--- src/rtl/pf_slot_tracker_pkg.sv ---
// pf_slot_tracker_pkg: FSM state and slot-index types shared by the slot tracker.
package pf_slot_tracker_pkg;
  localparam int PF_LOG_SLOTS = 2;
  typedef enum logic [1:0] {RUN, DRAIN, DONE} pf_state_e;
  typedef logic [PF_LOG_SLOTS-1:0] pf_slot_idx_t;
endpackage

--- src/rtl/pf_slot_tracker_ones_cnt.sv ---
// onesCnt: population count of a 2**LOG_VEC_SIZE-bit vector.
module onesCnt #(
  parameter int LOG_VEC_SIZE = 2
) (
  input  logic [(1<<LOG_VEC_SIZE)-1:0] i_vec,
  output logic [LOG_VEC_SIZE:0]        o_cnt
);
  always_comb begin
    o_cnt = '0;
    for (int i = 0; i < (1 << LOG_VEC_SIZE); i++) o_cnt = o_cnt + (LOG_VEC_SIZE+1)'(i_vec[i]);
  end
endmodule

--- src/rtl/pf_slot_tracker.sv ---
// pf_slot_tracker: lowest-free slot allocator with release, throttle cap and drain sequencer.
module pf_slot_tracker
  import pf_slot_tracker_pkg::*;
#(
  parameter int  LOG_SLOTS = PF_LOG_SLOTS,
  localparam int SLOTS     = 1 << LOG_SLOTS
) (
  input  logic                 clk,
  input  logic                 rst,
  input  logic                 alloc_valid,
  output logic                 alloc_ready,
  output logic [LOG_SLOTS-1:0] alloc_idx,
  input  logic                 free_valid,
  input  logic [LOG_SLOTS-1:0] free_idx,
  input  logic [LOG_SLOTS:0]   max_inflight,
  input  logic                 flush_req,
  output logic                 flush_done,
  output logic [SLOTS-1:0]     slots_busy,
  output logic [LOG_SLOTS:0]   busy_cnt,
  output logic                 full,
  output logic                 empty,
  output logic                 err_double_free
);
  pf_state_e        r_state;
  logic             r_live;
  logic             w_grant, w_free_ok;
  logic [SLOTS-1:0] w_set, w_clr;
  onesCnt #(.LOG_VEC_SIZE(LOG_SLOTS)) u_cnt (.i_vec(slots_busy), .o_cnt(busy_cnt));
  assign full        = busy_cnt == (LOG_SLOTS+1)'(SLOTS);
  assign empty       = busy_cnt == '0;
  // r_live holds grants off for the first cycle after reset releases
  assign alloc_ready = r_live && r_state == RUN && !full && busy_cnt < max_inflight;
  assign flush_done  = r_state == DONE;
  always_comb begin
    alloc_idx = '0;
    for (int i = SLOTS - 1; i >= 0; i--) if (!slots_busy[i]) alloc_idx = LOG_SLOTS'(i);
  end
  assign w_grant   = alloc_valid && alloc_ready;
  assign w_free_ok = free_valid && slots_busy[free_idx];
  assign w_set     = w_grant ? SLOTS'(1) << alloc_idx : '0;
  assign w_clr     = w_free_ok ? SLOTS'(1) << free_idx : '0;
  always_ff @(posedge clk) begin
    if (rst) begin
      r_state         <= RUN;
      r_live          <= 1'b0;
      slots_busy      <= '0;
      err_double_free <= 1'b0;
    end else begin
      r_live     <= 1'b1;
      slots_busy <= (slots_busy | w_set) & ~w_clr;
      if (free_valid && !slots_busy[free_idx]) err_double_free <= 1'b1;
      r_state <= r_state == RUN   ? (flush_req ? DRAIN : RUN) :
                 r_state == DRAIN ? (empty ? DONE : DRAIN) : RUN;
    end
  end
endmodule

--- config.mk ---
export PLATFORM = sky130hd
export DESIGN_NAME = pf_slot_tracker
export DESIGN_NICKNAME = d
export VERILOG_FILES = /design/src/rtl/pf_slot_tracker_pkg.sv /design/src/rtl/pf_slot_tracker_ones_cnt.sv /design/src/rtl/pf_slot_tracker.sv
export SDC_FILE = /design/constraint.sdc
export NUM_CORES = 1
export LEC_CHECK = 0
export CAP_MARGIN = 20
export CORE_MARGIN = 2
export CORE_UTILIZATION = 34
export DETAILED_ROUTE_END_ITERATION = 10
export GPL_TIMING_DRIVEN = 0
export HOLD_SLACK_MARGIN = 0.12
export PLACE_DENSITY = 0.82
export SETUP_SLACK_MARGIN = 0.5
export SYNTH_ARGS = -nofsm -noshare
export SYNTH_HDL_FRONTEND = slang
export SYNTH_SLANG_ARGS = --single-unit
--- constraint.sdc ---
create_clock -name clk -period 2.5 [get_ports clk]
set_clock_uncertainty 0.2 [all_clocks]
set_input_delay 0.5 -clock clk [delete_from_list [all_inputs] [get_ports clk]]
set_output_delay 0.5 -clock clk [all_outputs]
set_load 0.01 [all_outputs]
==> flow_metrics.env, run 1 <==
export IMPL_gp_congestion=0.7403
export IMPL_drc_errors=0
export IMPL_clock_sinks=8
export IMPL_synth_distinct_cells=28
export IMPL_combPwrFrac_pct=31.2
export IMPL_fin_hold_ws_ns=0.2727
export IMPL_muxShareOfSynthArea_pct=4.489
export IMPL_synth_xor_area_share_pct=1.746
export IMPL_die_x_um=42.42
export IMPL_syn_area_um2=501.7
export IMPL_rows=13
export IMPL_grt_util_all_layers_pct=16.59
export IMPL_crit_chain="ha_4 > fa_2 > ha_4 > o21ai_4 > a2111oi_4 > o21a_1 > buf_2"
export IMPL_synth_cells=50
export IMPL_place_area_um2=794.5
export IMPL_avgRoutedWirePerCell_um=13.70
export IMPL_viasPerCell=5.214
export IMPL_p_leak_uw=0.0004390
export IMPL_p_per_area_mw_per_mm2=361.2
export IMPL_cts_tree="yes"
export IMPL_drive_gt1_share_pct=50.00
export IMPL_worstSetupPathType="flip-flop to output pin"
export IMPL_instances_no_fill=103
export IMPL_num_vias=537
export IMPL_slew_headroom_pct=72.13
export IMPL_power_switching_uw=100.6
export IMPL_clkTransAtPathRegs_ns=0.06
export IMPL_seq_area_um2=171.4
export IMPL_rsz0062_at_grt="yes"
export IMPL_synth_nets=64
export IMPL_setup_viol=7
export IMPL_critical_path_required_ns=1.80
export IMPL_hold_class="flip-flop to flip-flop"
export IMPL_clockBufferDepth=2
export IMPL_drt_wl_total_um=1411
export IMPL_synth_compound_area_share_pct=24.94
export IMPL_final_area_um2=982.2
export IMPL_drv_cap=0
export IMPL_die_height_um=42.42
export IMPL_cp_max_fo=3
export IMPL_layout_area_overhead_vs_synth_pct=95.76
export IMPL_max_stage_delay_ns=0.37
export IMPL_dp_hpwl_um=931.3
export IMPL_cp_common_cell="ha_4"
export IMPL_yosysSeqAreaShare_pct=31.92
export IMPL_grt_pass1_wl_um=2201
export IMPL_finalCritPeriodShare_pct=115.3
export IMPL_ioPinCount=24
export IMPL_clock_latency_ns=0.25
export IMPL_crit_arrival_ns=2.18
export IMPL_failed_checks="setup timing"
export IMPL_cts_inserted_buffers=3
export IMPL_fmax_mhz=346.9
export IMPL_fin_crit_ns=2.883
export IMPL_vdd_drop_max_mv=0.3049
export IMPL_critPathLaunchType="flip-flop"
export IMPL_portBuffers=23
export IMPL_ys_ff_latch=8
export IMPL_tightest_slew_ns=0.4168
export IMPL_firstDrtPassIters=4
export IMPL_core_area_mm2=0.001334
export IMPL_grt_pass1_vias=525
export IMPL_die_area_mm2=0.001799
export IMPL_p_sw_share_pct=28.37
export IMPL_crit_path_end_kind="output pin"
export IMPL_n_fill_cell=93
export IMPL_seq_power_share_pct=40.3
export IMPL_antenna_found_initial=0
export IMPL_layout_nets=104
export IMPL_n_antenna_cell=0
export IMPL_dp_cells=88
export IMPL_place_ws_ns=-0.5817
export IMPL_gr_total_overflow=0
export IMPL_cts_root_buffer="clkbuf_4"
export IMPL_synthAdderAreaFrac_pct=13.47
export IMPL_synth_top_family_by_area="compound AO/OA/AOI/OAI gates"
export IMPL_ys_warn_count=0
export IMPL_multiInputGateArea_um2=415.4
export IMPL_initialDrtViolationCount=6
export IMPL_worst_slack_ns=-0.3828
export IMPL_p_clk_share_pct=28.5
export IMPL_finalHoldViolCount=0
export IMPL_finalMaxSlewViolations=0
export IMPL_antenna_left=0
export IMPL_p_int_uw=254.1
export IMPL_yosys_area_share_simple_pct=16.96
export IMPL_crit_path_top_delay_cell="fa_2"
export IMPL_utilization_pct=73.64
export IMPL_status="finished, violations left"
export IMPL_grt_max_degree=9
export IMPL_initial_utilization_pct=37.62
export IMPL_cts_htree_levels=1
export IMPL_syn_area_per_cell_um2=10.03
path summary, 6_finish.rpt:
check / endpoint / from / slack (ns) / cells after the start
max: alloc_ready / slots_busy[0] / -0.38 / 7
min reg2reg: err_double_free / err_double_free / 0.27 / 2
max reg2reg: slots_busy[1] / slots_busy[0] / -0.06 / 9
min: err_double_free / err_double_free / 0.27 / 2
routing by layer:
metal / up-vias / share of wire (%) / global-route usage, %
met4: 0 / 1.3 / 13.13
li1: 264 / - / -
met1: 259 / 41 / 17.37
met3: 2 / 4.5 / 3.017
met2: 12 / 53 / 28.62
met5: - / 0 / 0
sequential cells by signal (all words and copies together), names as in the netlist:
name             cells
err_double_free      1
r_live               1
r_state              2
slots_busy           4
cell usage after synthesis:
cell | count | share of area (%)
dfxtp_1 | 8 | 32
inv_1 | 4 | 3.0
a21oi_1 | 3 | 3.0
ha_1 | 3 | 7.5
nand2_1 | 3 | 2.2
nor2_1 | 3 | 2.2
nand3_1 | 2 | 2.0
nor2b_1 | 2 | 2.5
o211ai_1 | 2 | 3.0
o41ai_1 | 2 | 3.5
a2111oi_0 | 1 | 1.7
a2111oi_4 | 1 | 5.5
a211oi_1 | 1 | 1.5
and3_1 | 1 | 1.2
bufinv_8 | 1 | 3.5
fa_1 | 1 | 4.0
maj3_1 | 1 | 2.0
mux4_2 | 1 | 4.5
nand2b_1 | 1 | 1.2
nor3_1 | 1 | 1.0
nor3b_1 | 1 | 1.5
nor4b_1 | 1 | 1.7
o211ai_2 | 1 | 2.5
o21a_1 | 1 | 1.5
o21ai_1 | 1 | 1.0
o21ai_2 | 1 | 1.7
or3_1 | 1 | 1.2
xor2_1 | 1 | 1.7
critical path, delay by kind of cell (launching register included):
family / cells / cell delay (ns)
buf+inv: 1 / 0.12
compound gates: 3 / 0.55
flops: 1 / 0.35
fa+ha+maj: 3 / 0.91
layout make-up:
type                    instances  area share, %
repair buffers                 35          32.74
inverters                       5          3.312
flip-flops and latches          8          17.45
clock buffers                   3          2.293
well taps                      15          1.911
multi-input cells              37          42.29
power groups by stage:
stage | registers [µW] | logic (µW) | clock network [µW]
global route | 144 | 119 | 113
global placement | 145 | 86.3 | 0
finish | 143 | 111 | 101
floorplan | 145 | 41.3 | 0
detailed placement | 145 | 87.8 | 0
CTS | 142 | 99.2 | 105
timing repair:
action / CTS / global route
resized for setup: 40 / 13
setup endpoints to repair: 16 / 16
buffers inserted: 7 / 5
hold buffers: 0 / 0
pin swaps: 4 / 3
endpoints found under the hold margin: 0 / 0
per-stage QoR:
stage,TNS [ns],total power [µW]
final,-1.305,354.8
after global routing,-2.086,376.2
after CTS,-0.9473,346.1
after detailed placement,-1.190,233.2
after global placement,-1.154,231.3
after floorplan,-0.07041,186.5
cell families (layout without fill, tap and decap cells):
logic type	count (synthesis)	count (layout)
compound gates	14	14
xor+xnor	1	1
fa+ha+maj	5	5
buf+inv	5	43
flops	8	8
mux	1	1
simple gates	16	16
cells in the final DEF, fill, tap and decap left out, types with 2 or more instances in the layout:
cell and count:
a2111oi_4 2, a21oi_1 3, buf_2 3, buf_4 8
buf_6 7, clkbuf_4 3, clkdlybuf4s50_1 12, dfxtp_1 3
dfxtp_2 3, dfxtp_4 2, dlygate4sd2_1 2, dlymetal6s2s_1 2
ha_4 3, inv_1 4, nand2_1 3, nand3_1 2
nor2_1 3, o211ai_1 2, o41ai_2 2
Note: power is estimated with default switching activity, not from simulation.
==> run 2: changes to the inputs <==
--- a/config.mk
+++ b/config.mk
@@ -8,6 +8,7 @@
 export CAP_MARGIN = 20
 export CORE_MARGIN = 2
 export CORE_UTILIZATION = 34
+export CTS_CLUSTER_DIAMETER = 60
 export DETAILED_ROUTE_END_ITERATION = 10
 export GPL_TIMING_DRIVEN = 0
 export HOLD_SLACK_MARGIN = 0.12
==> results of run 2 <==
No change in the layout: final DEF, timing and power equal those of run 1.
==> run 3: changes to the inputs <==
--- a/config.mk
+++ b/config.mk
@@ -5,10 +5,12 @@
 export SDC_FILE = /design/constraint.sdc
 export NUM_CORES = 1
 export LEC_CHECK = 0
+export ABC_AREA = 0
 export CAP_MARGIN = 20
 export CORE_MARGIN = 2
 export CORE_UTILIZATION = 34
 export CTS_CLUSTER_DIAMETER = 60
+export CTS_CLUSTER_SIZE = 25
 export DETAILED_ROUTE_END_ITERATION = 10
 export GPL_TIMING_DRIVEN = 0
 export HOLD_SLACK_MARGIN = 0.12
==> results of run 3 <==
No change in the layout: final DEF, timing and power equal those of run 1.
